$ cat config.mk
export PLATFORM = sky130hd
export DESIGN_NAME = cdc_event_arbiter
export DESIGN_NICKNAME = d
export VERILOG_FILES = /design/src/rtl/cdc_event_arbiter.sv
export SDC_FILE = /design/constraint.sdc
export NUM_CORES = 1
export LEC_CHECK = 0
export ABC_AREA = 1
export ABC_CLOCK_PERIOD_IN_PS = 2300
export CAP_MARGIN = 30
export CORE_UTILIZATION = 37
export DETAILED_ROUTE_END_ITERATION = 10
export PLACE_DENSITY = 0.82
export REMOVE_ABC_BUFFERS = 1
export SLEW_MARGIN = 20
export SYNTH_ARGS = -nofsm -noshare
export SYNTH_HDL_FRONTEND = slang
export SYNTH_SLANG_ARGS = --single-unit
$ cat constraint.sdc
create_clock -name clock -period 2.3 [get_ports clock]
set_input_delay 0.46 -clock clock [delete_from_list [all_inputs] [get_ports clock]]
set_output_delay 0.46 -clock clock [all_outputs]
set_load 0.01 [all_outputs]
$ cat src/rtl/cdc_event_arbiter.sv
// Round-robin arbiter that forwards one requester's payload per event into a toggle-flag crossing.
// Optional WAIT timeout with error pulse: define CDC_EVENT_ARBITER_TIMEOUT_EN.
module cdc_event_arbiter #(
  parameter int NUM_REQ        = 4,
  parameter int DATA_WIDTH     = 8,
  parameter int TIMEOUT_CYCLES = 255
) (
  input  logic                          clock,
  input  logic                          reset_n,
  input  logic [NUM_REQ-1:0]            request,
  input  logic [NUM_REQ*DATA_WIDTH-1:0] request_data,
  output logic [NUM_REQ-1:0]            done,
  output logic [NUM_REQ-1:0]            error,
  output logic [$clog2(NUM_REQ)-1:0]    grant_index,
  output logic                          busy,
  output logic                          flag_out,
  output logic [DATA_WIDTH-1:0]         data_out,
  input  logic                          ack_in
);
  localparam int IW = $clog2(NUM_REQ);

  typedef enum logic [1:0] {IDLE, SEND, WAIT, DONE} state_t;

  state_t        state;
  logic [IW-1:0] last_grant;
  logic [IW-1:0] win;
  logic [IW-1:0] cand;
  logic          any_req;
  int            idx;

  // first requester at or after last_grant+1, wrapping at NUM_REQ
  always_comb begin
    any_req = 1'b0;
    win     = last_grant;
    idx     = 0;
    cand    = '0;
    for (int i = 1; i <= NUM_REQ; i++) begin
      idx  = (int'(last_grant) + i) % NUM_REQ;
      cand = IW'(idx);
      if (!any_req && request[cand]) begin
        any_req = 1'b1;
        win     = cand;
      end
    end
  end

`ifdef CDC_EVENT_ARBITER_TIMEOUT_EN
  localparam int CW = $clog2(TIMEOUT_CYCLES + 1);
  logic [CW-1:0] wait_cnt;
`else
  assign error = '0;
`endif

  always_ff @(posedge clock) begin
    if (!reset_n) begin
      state       <= IDLE;
      done        <= '0;
      flag_out    <= 1'b0;
      busy        <= 1'b0;
      data_out    <= '0;
      grant_index <= '0;
      last_grant  <= IW'(NUM_REQ - 1);
`ifdef CDC_EVENT_ARBITER_TIMEOUT_EN
      error       <= '0;
      wait_cnt    <= '0;
`endif
    end else begin
      flag_out <= 1'b0;
      done     <= '0;
`ifdef CDC_EVENT_ARBITER_TIMEOUT_EN
      error    <= '0;
`endif
      case (state)
        IDLE: if (any_req) begin
          state       <= SEND;
          busy        <= 1'b1;
          flag_out    <= 1'b1;
          grant_index <= win;
          last_grant  <= win;
          data_out    <= request_data[int'(win)*DATA_WIDTH +: DATA_WIDTH];
        end
        SEND: begin
          state <= WAIT;
`ifdef CDC_EVENT_ARBITER_TIMEOUT_EN
          wait_cnt <= '0;
`endif
        end
        WAIT: begin
          // ack takes priority over a timeout landing in the same cycle
          if (ack_in) begin
            state             <= DONE;
            done[grant_index] <= 1'b1;
          end
`ifdef CDC_EVENT_ARBITER_TIMEOUT_EN
          else if (wait_cnt == CW'(TIMEOUT_CYCLES - 1)) begin
            state              <= DONE;
            error[grant_index] <= 1'b1;
          end else begin
            wait_cnt <= wait_cnt + CW'(1);
          end
`endif
        end
        DONE: begin
          state <= IDLE;
          busy  <= 1'b0;
        end
        default: state <= IDLE;
      endcase
    end
  end
endmodule

==> impl_metrics.toml, run 1 <==
[layout]
num-fill-cells = 371
diodes = 0
finalInstanceArea_sq_mm = 0.002059
num-nets-final = 324
final_layout_size_suffix_gt1_share_pct = 10.71
area_delta_synth_final_pct = 43.13

[min_path]
whs_path_depth = 2
holdPathEnd = "data_out[7]$_SDFFE_PN0P_"
worstHoldStart = "data_out[7]$_SDFFE_PN0P_"
hp-class = "reg -> reg"

[grt]
antenna_found_initial = 0
grt_pass1_wl_um = 6023
grt_max_degree = 19
track_usage_pct = 18.05
grt_pass1_vias = 1459
overflow = 0

[sta]
max_freq_mhz = 504.2
drv_slew = 0
fin_setup_tns_ns = 0
fin_crit_ns = 1.984
worst_clock_skew_ns = 0.005186
finalCritPeriodShare_pct = 86.24
finalSetupViolations = 0
rsz0062_at_grt = "false"
hold_viol_final = 0

[logic_synthesis]
syn-mean-instance-area_sq_um = 6.339
yosysTopAreaCell = "dfxtp_1"
async_flop_share_pct = 0
synth_ff_type = "dfxtp_1"
ys_top_cells_by_area = "dfxtp_1 (28%), nand3_1 (16%), nand2_1 (16%), inv_1 (7.6%), nand2_2 (6.1%)"
synth_commonest_cells = "nand2_1 (62), nand3_1 (47), inv_1 (29)"
synth.most_common_cell = "nand2_1"
ys_ff_latch = 20
synth_warnings = 0
netlist.area_leader.share_pct = 27.83
synth_edf_count = 0
synth_cell_types = 23
netlist_area_sq_mm = 0.001439
synth_cells = 227
yosysSeqAreaShare_pct = 27.83

[clock_tree]
clk_latency_ns = 0.26
cts_buffers = 3
post_cts_buffers = 0
cts_buffer_depth = 2
cts_max_level = 1
clk_pin_slew_ns = 0.08
cts-hold-fix-buffers = 0
cts.sinks = 20
cts_tree = "built"
root_buffer = "clkbuf_8"
cts_resized = 0

[route]
drt_first_iter_violations = 100
wl_um = 3566
avgRoutedWirePerCell_um = 10.87
via_count = 1597
vias_per_cell = 4.869
drtPass1Iterations = 4
drc = 0
ant_nets = 0

[critical_path]
r2r_cells = 11
critPathArrivalTime_ns = 2.13
critPathMaxStageDelay_ns = 0.48
worstPathCellList = "inv_2 > nand2_1 > nand2_2 > nand2_2 > nand2_4 > nor2_1 > nand3_1 > nand3_1 > nand3_1 > nand3_1 > a21oi_1"
rrSetupSlack_ns = 0.32
required_ns = 2.44
worstPathMaxFanout = 8
cp-start-kind = "flip-flop"
critPathSlowestCell = "dfxtp_1"
reg2reg_from = "last_grant[0]$_SDFFE_PN1P_"
path_common_cell = "nand3_1"
r2r-end = "data_out[1]$_SDFFE_PN0P_"
critPathKind = "reg -> reg"
endpoint_kind = "flip-flop"

[power_and_ir_drop]
p_leak_nw = 0.9990
total_power_w = 0.002681
p_switching_w = 0.001301
p_clk_share_pct = 13.0
internal-power_w = 0.001381
power_frac_comb_pct = 67.2
ir_drop_uv = 670.6
seqPwrFrac_pct = 19.8
p_per_area_mw_per_mm2 = 1302
swShare_pct = 48.51

[place]
dpl.hpwl_um = 2760
place_area_sq_mm = 0.001988
portBuffers = 54
gp_congestion = 0.8876

[die]
rows = 22
dieArea_sq_mm = 0.004142
die_y_um = 64.36
core-area_sq_mm = 0.003689
die_w_um = 64.36
boundaryPins = 59
start_util_pct = 39.01

[outcome]
status = "finished clean"

[job]
cap_viol_max_count = 0
## cells by family (layout without fill, tap and decap cells)
family / after synthesis / in the layout / share of synthesized area, %
AND/OR/NAND/NOR: 138 / 138 / 46.43
buffers and inverters: 43 / 93 / 14.17
AO/OA/AOI/OAI: 21 / 21 / 7.827
flip-flops: 20 / 20 / 27.83
adder cells (fa/ha/maj): 4 / 4 / 3.478
other: 1 / 4 / 0.2606
## metrics by stage
| step | utilization (%) | setup WS, ns | instances | hold slack, ns |
|---|---|---|---|---|
| 3_5_place_dp | 53.90 | 0.07893 | 324 | 0.4565 |
| 6_report | 55.83 | 0.3165 | 328 | 0.4662 |
| 5_1_grt | 55.83 | 0.1236 | 328 | 0.4977 |
| 3_3_place_gp | 53.90 | 0.1238 | 324 | 0.4559 |
| 2_1_floorplan | - | 0.5365 | 220 | 0.4897 |
| 4_1_cts | 55.83 | 0.3516 | 328 | 0.4697 |
## registers in the layout (all words and copies together), names as in the netlist
register / flops
data_out: 8
done: 4
grant_index: 2
last_grant: 2
state: 2
busy: 1
flag_out: 1
## per-layer routing
| metal | global-route usage [%] | wire (um) | up-vias |
|---|---|---|---|
| met2 | 32.24 | 1677 | 63 |
| met1 | 21.96 | 1583 | 710 |
| met5 | 0 | 0 | - |
| li1 | - | - | 822 |
| met3 | 4.643 | 298 | 2 |
| met4 | 2.500 | 8 | 0 |
## critical path: cells and delay by family (launching register included)
kind                   cells  cell delay [ns]
DFF                        1             0.48
and+or+nand+nor            9             1.16
buffers and inverters      1             0.15
AOI/OAI and AO/OA          1             0.07
## layout make-up
class                   count  area (sq um)  area share, %
well taps                  48         60.06          2.916
inverters                  33         126.4          6.136
clock buffers               3         41.29          2.005
multi-input cells         167         845.8          41.07
repair buffers             56         555.5          26.97
clock inverters             1         30.03          1.458
flip-flops and latches     20         400.4          19.44
## power groups by stage
stage,sequential (W),clock [W],combinational [W]
2_1_floorplan,0.000568,0,0.00125
3_3_place_gp,0.000539,0,0.00176
3_5_place_dp,0.000539,0,0.00179
4_1_cts,0.000532,0.000358,0.00179
5_1_grt,0.000546,0.000377,0.00202
6_report,0.000531,0.000349,0.00180
## worst max path at each step
stage	to	startpoint	slack, ns
3_3_place_gp	data_out[7]$_SDFFE_PN0P_	request[0]	0.12
2_1_floorplan	data_out[0]$_SDFFE_PN0P_	last_grant[0]$_SDFFE_PN1P_	0.54
5_1_grt	data_out[1]$_SDFFE_PN0P_	request[0]	0.12
6_report	data_out[1]$_SDFFE_PN0P_	last_grant[0]$_SDFFE_PN1P_	0.32
3_5_place_dp	data_out[1]$_SDFFE_PN0P_	request[3]	0.08
4_1_cts	data_out[0]$_SDFFE_PN0P_	request[0]	0.35
## cell usage in the layout (no fill, tap or decap), types with 2 or more instances in the layout
| master | netlist | final |
|---|---|---|
| ha_1 | 4 | 4 |
| nand2_1 | 62 | 62 |
| nand2_4 | 4 | 4 |
| conb_1 | 1 | 4 |
| nor2_1 | 4 | 4 |
| clkdlybuf4s50_1 | 0 | 54 |
| inv_1 | 29 | 29 |
| nand2_2 | 14 | 14 |
| nor3_1 | 5 | 5 |
| o21ai_0 | 4 | 4 |
| inv_2 | 3 | 3 |
| dfxtp_1 | 20 | 20 |
| a21oi_1 | 14 | 14 |
| buf_4 | 4 | 2 |
| clkbuf_8 | 0 | 3 |
| nand3_1 | 47 | 47 |
Note: power is estimated with default switching activity, not from simulation.
==> inputs of run 2 (changes only) <==
- CTS_CLUSTER_SIZE: default -> 8
==> results of run 2 <==
The final DEF is identical to that of run 1; final timing and power are the same.
